--- src/rtl/booth_mult_seq_if.sv ---
// booth_mult_seq_if: start/done multiply handshake bundle.
// Ports carried: start, is_signed, operand1, operand2 (requester -> unit); busy, done, hi, lo (unit -> requester).
interface booth_mult_seq_if #(
    parameter int WIDTH = 32
);
    logic             start;
    logic             is_signed;
    logic [WIDTH-1:0] operand1;
    logic [WIDTH-1:0] operand2;
    logic             busy;
    logic             done;
    logic [WIDTH-1:0] hi;
    logic [WIDTH-1:0] lo;
    modport master (output start, is_signed, operand1, operand2, input busy, done, hi, lo);
    modport slave  (input start, is_signed, operand1, operand2, output busy, done, hi, lo);
endinterface

--- src/rtl/booth_mult_seq.sv ---
// booth_mult_seq: iterative radix-2 Booth multiplier, one step per clock, signed/unsigned per operation.
// Ports: clock, reset (sync, active-high); bus (slave) carries start/is_signed/operands in, busy/done/hi/lo out.
module booth_mult_seq #(
    parameter int WIDTH = 32
) (
    input  logic              clock,
    input  logic              reset,
    booth_mult_seq_if.slave   bus
);
    typedef enum logic {IDLE, RUN} state_t;
    localparam int W1 = WIDTH + 1;
    localparam int PW = 2 * W1 + 2;
    localparam int CW = $clog2(WIDTH + 2);
    state_t           r_state, w_state_nxt;
    logic [CW-1:0]    r_cnt;
    logic [W1:0]      r_m;
    logic [PW-1:0]    r_p;
    logic             r_done;
    logic [WIDTH-1:0] r_hi, r_lo;
    logic [W1-1:0]    w_ext1, w_ext2;
    logic [W1:0]      w_upper;
    logic [PW-1:0]    w_shift;
    logic             w_accept, w_last;
    // One extra operand bit lets a single signed datapath handle unsigned operands via zero extension.
    always_comb begin
        w_ext1      = {bus.is_signed & bus.operand1[WIDTH-1], bus.operand1};
        w_ext2      = {bus.is_signed & bus.operand2[WIDTH-1], bus.operand2};
        w_upper     = r_p[1:0] == 2'b01 ? r_p[PW-1:W1+1] + r_m :
                      r_p[1:0] == 2'b10 ? r_p[PW-1:W1+1] - r_m : r_p[PW-1:W1+1];
        w_shift     = {w_upper[W1], w_upper, r_p[W1:1]};
        w_accept    = r_state == IDLE && bus.start;
        w_last      = r_state == RUN && r_cnt == CW'(W1 - 1);
        w_state_nxt = w_accept ? RUN : w_last ? IDLE : r_state;
    end
    always_ff @(posedge clock) begin
        if (reset) begin
            r_state <= IDLE;
            r_cnt   <= '0;
            r_m     <= '0;
            r_p     <= '0;
            r_done  <= 1'b0;
            r_hi    <= '0;
            r_lo    <= '0;
        end else begin
            r_state <= w_state_nxt;
            r_done  <= w_last;
            if (w_accept) begin
                r_p   <= {{(W1 + 1){1'b0}}, w_ext2, 1'b0};
                r_m   <= {w_ext1[W1-1], w_ext1};
                r_cnt <= '0;
            end else if (r_state == RUN) begin
                r_p   <= w_shift;
                r_cnt <= r_cnt + CW'(1);
            end
            // The final step's shifted value already holds the product in bits [2*W1:1].
            if (w_last) begin
                r_hi <= w_shift[2*WIDTH:WIDTH+1];
                r_lo <= w_shift[WIDTH:1];
            end
        end
    end
    assign bus.busy = r_state == RUN;
    assign bus.done = r_done;
    assign bus.hi   = r_hi;
    assign bus.lo   = r_lo;
endmodule

--- src/flat_wrapper.sv ---
// flat-port wrapper written by rule: the top's interface ports become plain ports
module booth_mult_seq_flat 
#(
    parameter int WIDTH = 32
)
  (clock, reset, bus_start, bus_is_signed, bus_operand1, bus_operand2, bus_busy, bus_done, bus_hi, bus_lo);
  booth_mult_seq_if #(.WIDTH(WIDTH)) bus_i ();
  input  logic clock;
  input  logic reset;
  input wire logic [$bits(bus_i.start)-1:0] bus_start;
  input wire logic [$bits(bus_i.is_signed)-1:0] bus_is_signed;
  input wire logic [$bits(bus_i.operand1)-1:0] bus_operand1;
  input wire logic [$bits(bus_i.operand2)-1:0] bus_operand2;
  output wire logic [$bits(bus_i.busy)-1:0] bus_busy;
  output wire logic [$bits(bus_i.done)-1:0] bus_done;
  output wire logic [$bits(bus_i.hi)-1:0] bus_hi;
  output wire logic [$bits(bus_i.lo)-1:0] bus_lo;
  assign bus_i.start = bus_start;
  assign bus_i.is_signed = bus_is_signed;
  assign bus_i.operand1 = bus_operand1;
  assign bus_i.operand2 = bus_operand2;
  assign bus_busy = bus_i.busy;
  assign bus_done = bus_i.done;
  assign bus_hi = bus_i.hi;
  assign bus_lo = bus_i.lo;
  booth_mult_seq #(.WIDTH(WIDTH)) u_core (.clock(clock), .reset(reset), .bus(bus_i));
endmodule
--- config.mk ---
export PLATFORM = sky130hd
export DESIGN_NAME = booth_mult_seq_flat
export DESIGN_NICKNAME = d
export VERILOG_FILES = /design/src/rtl/booth_mult_seq_if.sv /design/src/rtl/booth_mult_seq.sv /design/src/flat_wrapper.sv
export SDC_FILE = /design/constraint.sdc
export NUM_CORES = 1
export LEC_CHECK = 0
export CAP_MARGIN = 25
export CORE_MARGIN = 4
export CORE_UTILIZATION = 40
export CTS_CLUSTER_SIZE = 25
export DETAILED_ROUTE_END_ITERATION = 7
export PLACE_DENSITY = 0.69
export SLEW_MARGIN = 10
export SYNTH_ARGS = -nofsm -noshare
export SYNTH_HDL_FRONTEND = slang
export SYNTH_SLANG_ARGS = --single-unit
--- constraint.sdc ---
create_clock -name clock -period 3.7 [get_ports clock]
set_clock_uncertainty 0.05 [all_clocks]
set_input_delay 0.37 -clock clock [delete_from_list [all_inputs] [get_ports clock]]
set_output_delay 0.37 -clock clock [all_outputs]
set_load 0.02 [all_outputs]
Yosys cells after proc, flatten, opt, wreduce, memory -nomap -nowiden
Index checks and enable logic that the tools add are counted.

operators by class
  equality and inequality tests = 3
  add/sub/neg operators = 3
  multiplexer cells = 6
  bitwise gates (word level) = 3
  reductions and logical operators = 5

operator list
  kind                   count
  $mux W34               4
  $add A33 B33 Y34       1
  $sub A33 B33 Y34       1
  $add A6 B1 Y6 const B  1
  $eq A6 B6 Y1 const B   1
  $reduce_bool A2 Y1     2
  $and A1 B1 Y1          2
  $eq A2 B1 Y1 const B   1
  $eq A2 B2 Y1 const B   1
  $logic_and A1 B1 Y1    2
  $mux W1                2
  $reduce_or A2 Y1       1
  $not A1 Y1             1

word-level totals
  input port bits = 68
  logic and storage cells = 28
  output and inout port bits = 66
  flip-flop bits (word level) = 172

Depth between registers and ports, before layout
Gate-level depths: netlist (run 1).

  depth in word-level cells = 5
  depth in mapped cells = 13
  mapped depth without buffers = 12

Worst setup path before layout (run 1)
OpenSTA, ideal clock, no wires.

  kind = reg2reg
  from = reg u_core.r_p[34]
  to = reg u_core.r_hi[18], in the netlist u_core.bus.hi[18]
  period minus slack after synthesis = 2.862 ns
  slack = 0.838 ns
  library setup time = 0.079 ns
  arrival time = 2.732 ns
  buffers on the path = 0
  cell stages (with the launch flop) = 12
  data required time = 3.571 ns
  path through = dfxtp_1 > ha_1 > fa_1 > nor2b_2 > o21a_1 > o311a_1 > o21ai_2 > nand4_2 > a211oi_2 > o221a_2 > o22ai_1 > a211oi_2

on the way
  longest elaborated chain between the ends = 3
  elaborated cells between the ends (all ways) = 4
  classes of those cells = add/sub: 2; mux: 2

RTL lines
  element                 RTL line              source
  start, declared         booth_mult_seq.sv:17  logic [PW-1:0] r_p;
  start signal, assigned  booth_mult_seq.sv:48  r_p <= {{(W1 + 1){1'b0}}, w_ext2, 1'b0};
  start signal, assigned  booth_mult_seq.sv:52  r_p <= w_shift;
  $sub A33 B33 Y34        booth_mult_seq.sv:29  r_p[1:0] == 2'b10 ? r_p[PW-1:W1+1] - r_m : r_p[PW-1:W1+1];
  $mux W34                booth_mult_seq.sv:29
  $mux W34 *              booth_mult_seq.sv:28  w_upper = r_p[1:0] == 2'b01 ? r_p[PW-1:W1+1] + r_m :
  end signal, assigned    booth_mult_seq.sv:57  r_hi <= w_shift[2*WIDTH:WIDTH+1];
  end, declared           booth_mult_seq.sv:19  logic [WIDTH-1:0] r_hi, r_lo;

Every way passes the cells marked *; elsewhere a longest branch is shown, timed or not.
A chain may end at the register's enable or synchronous reset.

Worst setup path in the final report (run 1)
  from = reg u_core.r_p[34]
  to = reg u_core.r_p[51]

on the way
  longest elaborated chain between the ends = 3
  elaborated cells between the ends (all ways) = 4
  classes of those cells = add/sub: 2; mux: 2

RTL lines
  element           RTL line
  $sub A33 B33 Y34  booth_mult_seq.sv:29
  $mux W34          booth_mult_seq.sv:29
  $mux W34 *        booth_mult_seq.sv:28

Marked as above.

==> impl_metrics.tcl, run 1 <==
set metrics [dict create \
    run_status "finished, final reports clean" \
    antenna_cells 0 \
    cts_tree "yes" \
    clkLatencyLatePin_ns 0.46 \
    cap_violations 0 \
    rows 60 \
    r2r_start "u_core.r_p[34]" \
    drc 0 \
    hp-class "in -> reg" \
    first_pass_iters 8 \
    grt_pass1_vias 10290 \
    met3_length_um 2335 \
    synth_warnings 0 \
    nFillCells 2613 \
    setup_ws_ns 0.3821 \
    setup-tns-final_ns 0 \
    power_density_nw_per_um2 377.9 \
    nets 1664 \
    cp_max_fo 4 \
    clock-sinks 172 \
    max_slew_margin_pct 40.06 \
    async_reset_ff_share_pct 0 \
    setup_violations 0 \
    ir_drop_mv 0.2317 \
    gp_congestion 0.9426 \
    synth_edf_count 0 \
    min_period_ns 3.318 \
    num_vias 10780 \
    synthesis.nets 1591 \
    dr.first_iter.drc_count 837 \
    syn_area_um2 10870 \
    arrival_ns 3.59 \
    hold_viol 0 \
    ioPinCount 134 \
    start_util_pct 40.54 \
    root_buffer "clkbuf_16" \
    die_w_um 172.8 \
    wirelength_um 34660 \
    drive_gt1_share_pct 6.246 \
    fmax_mhz 301.4 \
    r2r_cells 11 \
    drt-wirelength-per-cell_um 18.46 \
    worst-endpoint-required_ns 3.97 \
    r2r_setup_slack_ns 0.38 \
    crit_type "reg -> reg" \
    syn2layout_area_growth_pct 20.22 \
    htree_levels 4 \
    synthCells 1451 \
    port-buffer-count 133 \
    path_clk_slew_ns 0.08 \
    synth_cell_types 87 \
    avgSynthCellArea_um2 7.488 \
    min_from "reset" \
    synthTopCellsByCount "nand2_1, a21oi_1, nor2_1" \
    fin_crit_sh_pct 89.67 \
    min_to "u_core.r_m[31]" \
    routed.top_layer "met4" \
    ctsResizeCount 0 \
    die-area_um2 29870 \
    grt_start_max_net_pins 88 \
    pre_cts_slack_ns 0.4629 \
    rsz0062_at_grt "false" \
    core_um2 26800 \
    ys.flop_type "dfxtp_1" \
    gr-total-overflow 0 \
    ys_seq_elements 172 \
    holdBufCountCts 0 \
    cts_buffer_depth 2 \
    postCtsSetupBuffers 0 \
    yosys.cell_count.top_type "nand2_1" \
    end_kind "flop" \
    worst_pin_slew_ns 0.8958 \
    viasPerCell 5.738 \
    die_y_um 172.8 \
    ys_seq_area_share_pct 31.69 \
    cts_buffers 17 \
    yosysTopAreaCellShare_pct 31.69 \
    grt_pass1_wl_um 55620 \
    finalMaxSlewViolations 0 \
    grt_antenna_before_repair 0 \
    synth.largest_area_cell "dfxtp_1" \
    grtUsageTotal_pct 22.46 \
    routed-wl-met2_um 15410 \
    cp-start-kind "flop" \
    r2r-end "u_core.r_p[51]" \
    whs_path_depth 2 \
    ant_nets 0 \
    netlist_top_cells_area "dfxtp_1, a21oi_1, ha_1" \
    leakagePower_nw 5.156 \
    drt-met1-wl_um 15960 \
    hold-worst-slack_ns 0.2847 \
    hpwl_um 24690 \
]
==> layout make-up <==
cell class | instances | area, µm² | share of cell area (%)
multi-input cells | 1103 | 6725 | 51.48
flip-flops and latches | 172 | 3447 | 26.39
repair buffers | 157 | 1549 | 11.86
well taps | 341 | 426.7 | 3.266
clock buffers | 17 | 425.4 | 3.257
inverters | 73 | 275.3 | 2.107
clock inverters | 15 | 214.0 | 1.638
==> flip-flops by register name (all words and copies together), names as in the netlist <==
signal / cells
u_core.bus.done: 1
u_core.bus.hi: 32
u_core.r_p: 67
u_core.bus.busy: 1
u_core.r_m: 33
u_core.bus.lo: 32
u_core.r_cnt: 6
==> critical path, cell delays in order (launching register included) <==
cell and delay (ns):
dfxtp_1 0.34, ha_1 0.23, fa_1 0.47, nor2b_2 0.18
o21a_1 0.18, o311a_1 0.37, o21ai_2 0.26, nand4_2 0.19
a211oi_2 0.39, a221oi_1 0.14, o22ai_1 0.27, a21oi_1 0.11
==> placed cells by master, fill, tap and decap left out, types with 13 or more instances in the layout <==
cell type,Yosys,layout
inv_1,71,71
ha_1,70,70
buf_4,6,22
clkdlybuf4s50_1,0,131
dfxtp_1,172,171
o22ai_1,16,16
nor3_1,15,15
a21oi_1,192,192
nand2b_1,14,14
o21ai_0,63,63
nor2b_1,14,13
a211oi_1,20,20
clkbuf_16,0,17
nand3b_1,15,15
a21o_1,16,16
o31ai_1,15,15
mux2i_1,49,49
nor2_1,173,171
a31oi_1,18,18
nand2_1,215,215
==> through the flow <==
step | power, mW | instances | area (µm²) | utilization [%]
floorplan | 2.694 | 1451 | 10870 | -
global placement | 2.993 | 1845 | 12400 | 46.25
detailed placement | 2.999 | 1845 | 12400 | 46.25
CTS | 4.945 | 1877 | 13040 | 48.64
global route | 5.161 | 1878 | 13060 | 48.74
finish | 4.937 | 1878 | 13060 | 48.74
==> report_power, final <==
| part | internal, mW | switching, mW | leakage [nW] | total [mW] |
|---|---|---|---|---|
| clock | 0.953 | 1.00 | 0.308 | 1.95 |
| sequential | 1.91 | 0.0666 | 1.40 | 1.98 |
| combinational | 0.389 | 0.619 | 3.45 | 1.01 |
| total | 3.25 | 1.69 | 5.16 | 4.94 |
==> cell families (layout without fill, tap and decap cells) <==
logic type / after synthesis / after routing / synth area share [%]
adders and majority gates: 72 / 72 / 8.429
xor gates and xnor gates: 9 / 9 / 0.7254
AOI/OAI and AO/OA: 463 / 463 / 27.29
and+or+nand+nor: 509 / 509 / 20.66
buffers and inverters: 176 / 262 / 6.587
DFF: 172 / 172 / 31.69
muxes: 50 / 50 / 4.618
==> worst max path at each step <==
stage | slack [ns] | to | start | depth (start not counted)
2_1_floorplan | 0.84 | u_core.bus.hi[18] | u_core.r_p[34] | 11
3_5_place_dp | 0.46 | u_core.r_p[64] | u_core.r_p[54] | 10
4_1_cts | 0.45 | u_core.r_p[51] | u_core.r_p[34] | 11
6_report | 0.38 | u_core.r_p[51] | u_core.r_p[34] | 11
5_1_grt | 0.22 | u_core.r_p[51] | u_core.r_p[34] | 11
3_3_place_gp | 0.47 | u_core.r_p[64] | u_core.r_p[54] | 10
==> layer usage <==
metal  track usage, %  vias to the layer above
li1                 -                     5260
met1            30.69                     5104
met2            34.91                      351
met3            4.963                       61
met4            8.281                        0
met5                0                        -
No activity file was read; power rests on OpenSTA's default activity.
==> run 2, diff against run 1 <==
Settings changed: MAX_ROUTING_LAYER set to met4.
==> run 2 against run 1 <==
- utilization up 0.093 points
- clock power barely moved
- cell count grew 0.21%
- flip-flop and latch count did not move
- first-iteration DRC count is 15% higher
- fmax rose by 1.0%
- critical endpoint unchanged
- total power grew 0.70%
- final area is 0.19% higher
- largest power group is now clock
- via count fell by 0.17%
==> impl_metrics.tcl, run 2 (synthesis gave the netlist of run 1 again) <==
set metrics [dict create \
    cap_violations 0 \
    power_density_nw_per_um2 379.9 \
    die-area_um2 29870 \
    power_mw 4.972 \
    regMostFlops "u_core.r_p" \
    cp_max_fo 4 \
    ioPinCount 134 \
    holdBufCountCts 0 \
    final_util_pct 48.83 \
    hpwl_um 25080 \
    path_clk_slew_ns 0.08 \
    gp_congestion 0.9784 \
    fin_crit_sh_pct 88.74 \
    ctsResizeCount 0 \
    largest_reg_flops 67 \
    drt-wirelength-per-cell_um 18.47 \
    htree_levels 4 \
    r2r_start "u_core.r_p[34]" \
    syn2layout_area_growth_pct 20.45 \
    hold_viol 0 \
    critPathMaxStageDelay_ns 0.46 \
    nets 1668 \
    grt_pass1_vias 10080 \
    drive_gt1_share_pct 6.489 \
    grt_pass1_wl_um 55520 \
    die_w_um 172.8 \
    root_buffer "clkbuf_16" \
    max_slew_margin_pct 36.93 \
    leakagePower_nw 5.176 \
    wirelength_um 34760 \
    clock-sinks 172 \
    ir_drop_mv 0.2823 \
    rows 60 \
    die_y_um 172.8 \
    postCtsSetupBuffers 0 \
    num_vias 10760 \
    worst_pin_slew_ns 0.9426 \
    slowest_stage "fa_1" \
    clkLatencyLatePin_ns 0.45 \
    path_cells "ha_1, fa_1, nor2b_2, o21a_1, o311a_1, o21ai_2, nand4_2, a211oi_2, a221oi_1, o22ai_1, a21oi_1" \
    hp-class "in -> reg" \
    top_regs "u_core.r_p: 67 flops, u_core.r_m: 33 flops" \
    finalMaxSlewViolations 0 \
    grtUsageTotal_pct 23.09 \
    pre_cts_slack_ns 0.5116 \
    min_period_ns 3.284 \
    end_kind "flop" \
    arrival_ns 3.53 \
    grt_antenna_before_repair 0 \
    cts_buffers 17 \
    layout_commonest_cell "nand2_1" \
    antenna_cells 0 \
    drc 0 \
    run_status "finished, final reports clean" \
    fmax_mhz 304.5 \
    cts_buffer_depth 2 \
    crit_start "u_core.r_p[34]" \
    setup-tns-final_ns 0 \
    first_pass_iters 5 \
    viasPerCell 5.716 \
    port-buffer-count 133 \
    worst-endpoint-required_ns 3.95 \
    ant_nets 0 \
    rsz0062_at_grt "false" \
    dr.first_iter.drc_count 964 \
    start_util_pct 40.54 \
    grt_start_max_net_pins 59 \
    crit_type "reg -> reg" \
    min_from "reset" \
    layout_common_cells "nand2_1, a21oi_1, nor2_1, dfxtp_1, clkdlybuf4s50_1" \
    gr-total-overflow 0 \
    cp-start-kind "flop" \
    setup_violations 0 \
    setup_ws_ns 0.4165 \
    cts_tree "yes" \
    core_um2 26800 \
]
==> run 2: stage by stage <==
| stage | instance area [µm²] | std cells | hold slack, ns |
|---|---|---|---|
| global route | 13090 | 1882 | 0.2689 |
| detailed placement | 12400 | 1849 | 0.3958 |
| finish | 13090 | 1882 | 0.2543 |
| global placement | 12400 | 1849 | 0.3916 |
| floorplan | 10870 | 1451 | 0.3903 |
| CTS | 13060 | 1881 | 0.2551 |
==> run 2: final timing paths <==
path | to | slack (ns) | cells past startpoint
worst max-delay path | u_core.r_p[51] | 0.42 | 11
worst min-delay path | u_core.r_p[2] | 0.25 | 2
worst max register to register | u_core.r_p[51] | 0.42 | 11
worst min register to register | u_core.bus.hi[11] | 0.40 | 2
==> run 2: routing by layer <==
layer  up-vias  track usage (%)  wire length (µm)
li1       5260                -                 -
met1      5083            31.72             16480
met2       372            35.42             15400
met3        43            4.176              2284
met4         0            5.653               599
met5         -                -                 0
==> run 2: where the power goes <==
part | switching (mW) | total, mW | leakage [nW] | internal [mW]
combinational | 0.630 | 1.02 | 3.46 | 0.389
sequential | 0.0641 | 1.97 | 1.40 | 1.91
clock | 1.01 | 1.98 | 0.316 | 0.966
==> run 2: layout make-up <==
class,instances,area [µm²]
clock buffers,17,425.4
clock inverters,15,234.0
fillers,2627,13710
inverters,73,275.3
multi-input cells,1103,6725
flip-flops and latches,172,3447
well taps,341,426.7
repair buffers,161,1554
==> run 2: worst max-delay path, delay by kind of cell, from the launching register on <==
family / cells / cell delay (ns)
AOI/OAI and AO/OA: 7 / 1.70
DFF: 1 / 0.34
and+or+nand+nor: 2 / 0.35
adders and majority gates: 2 / 0.69
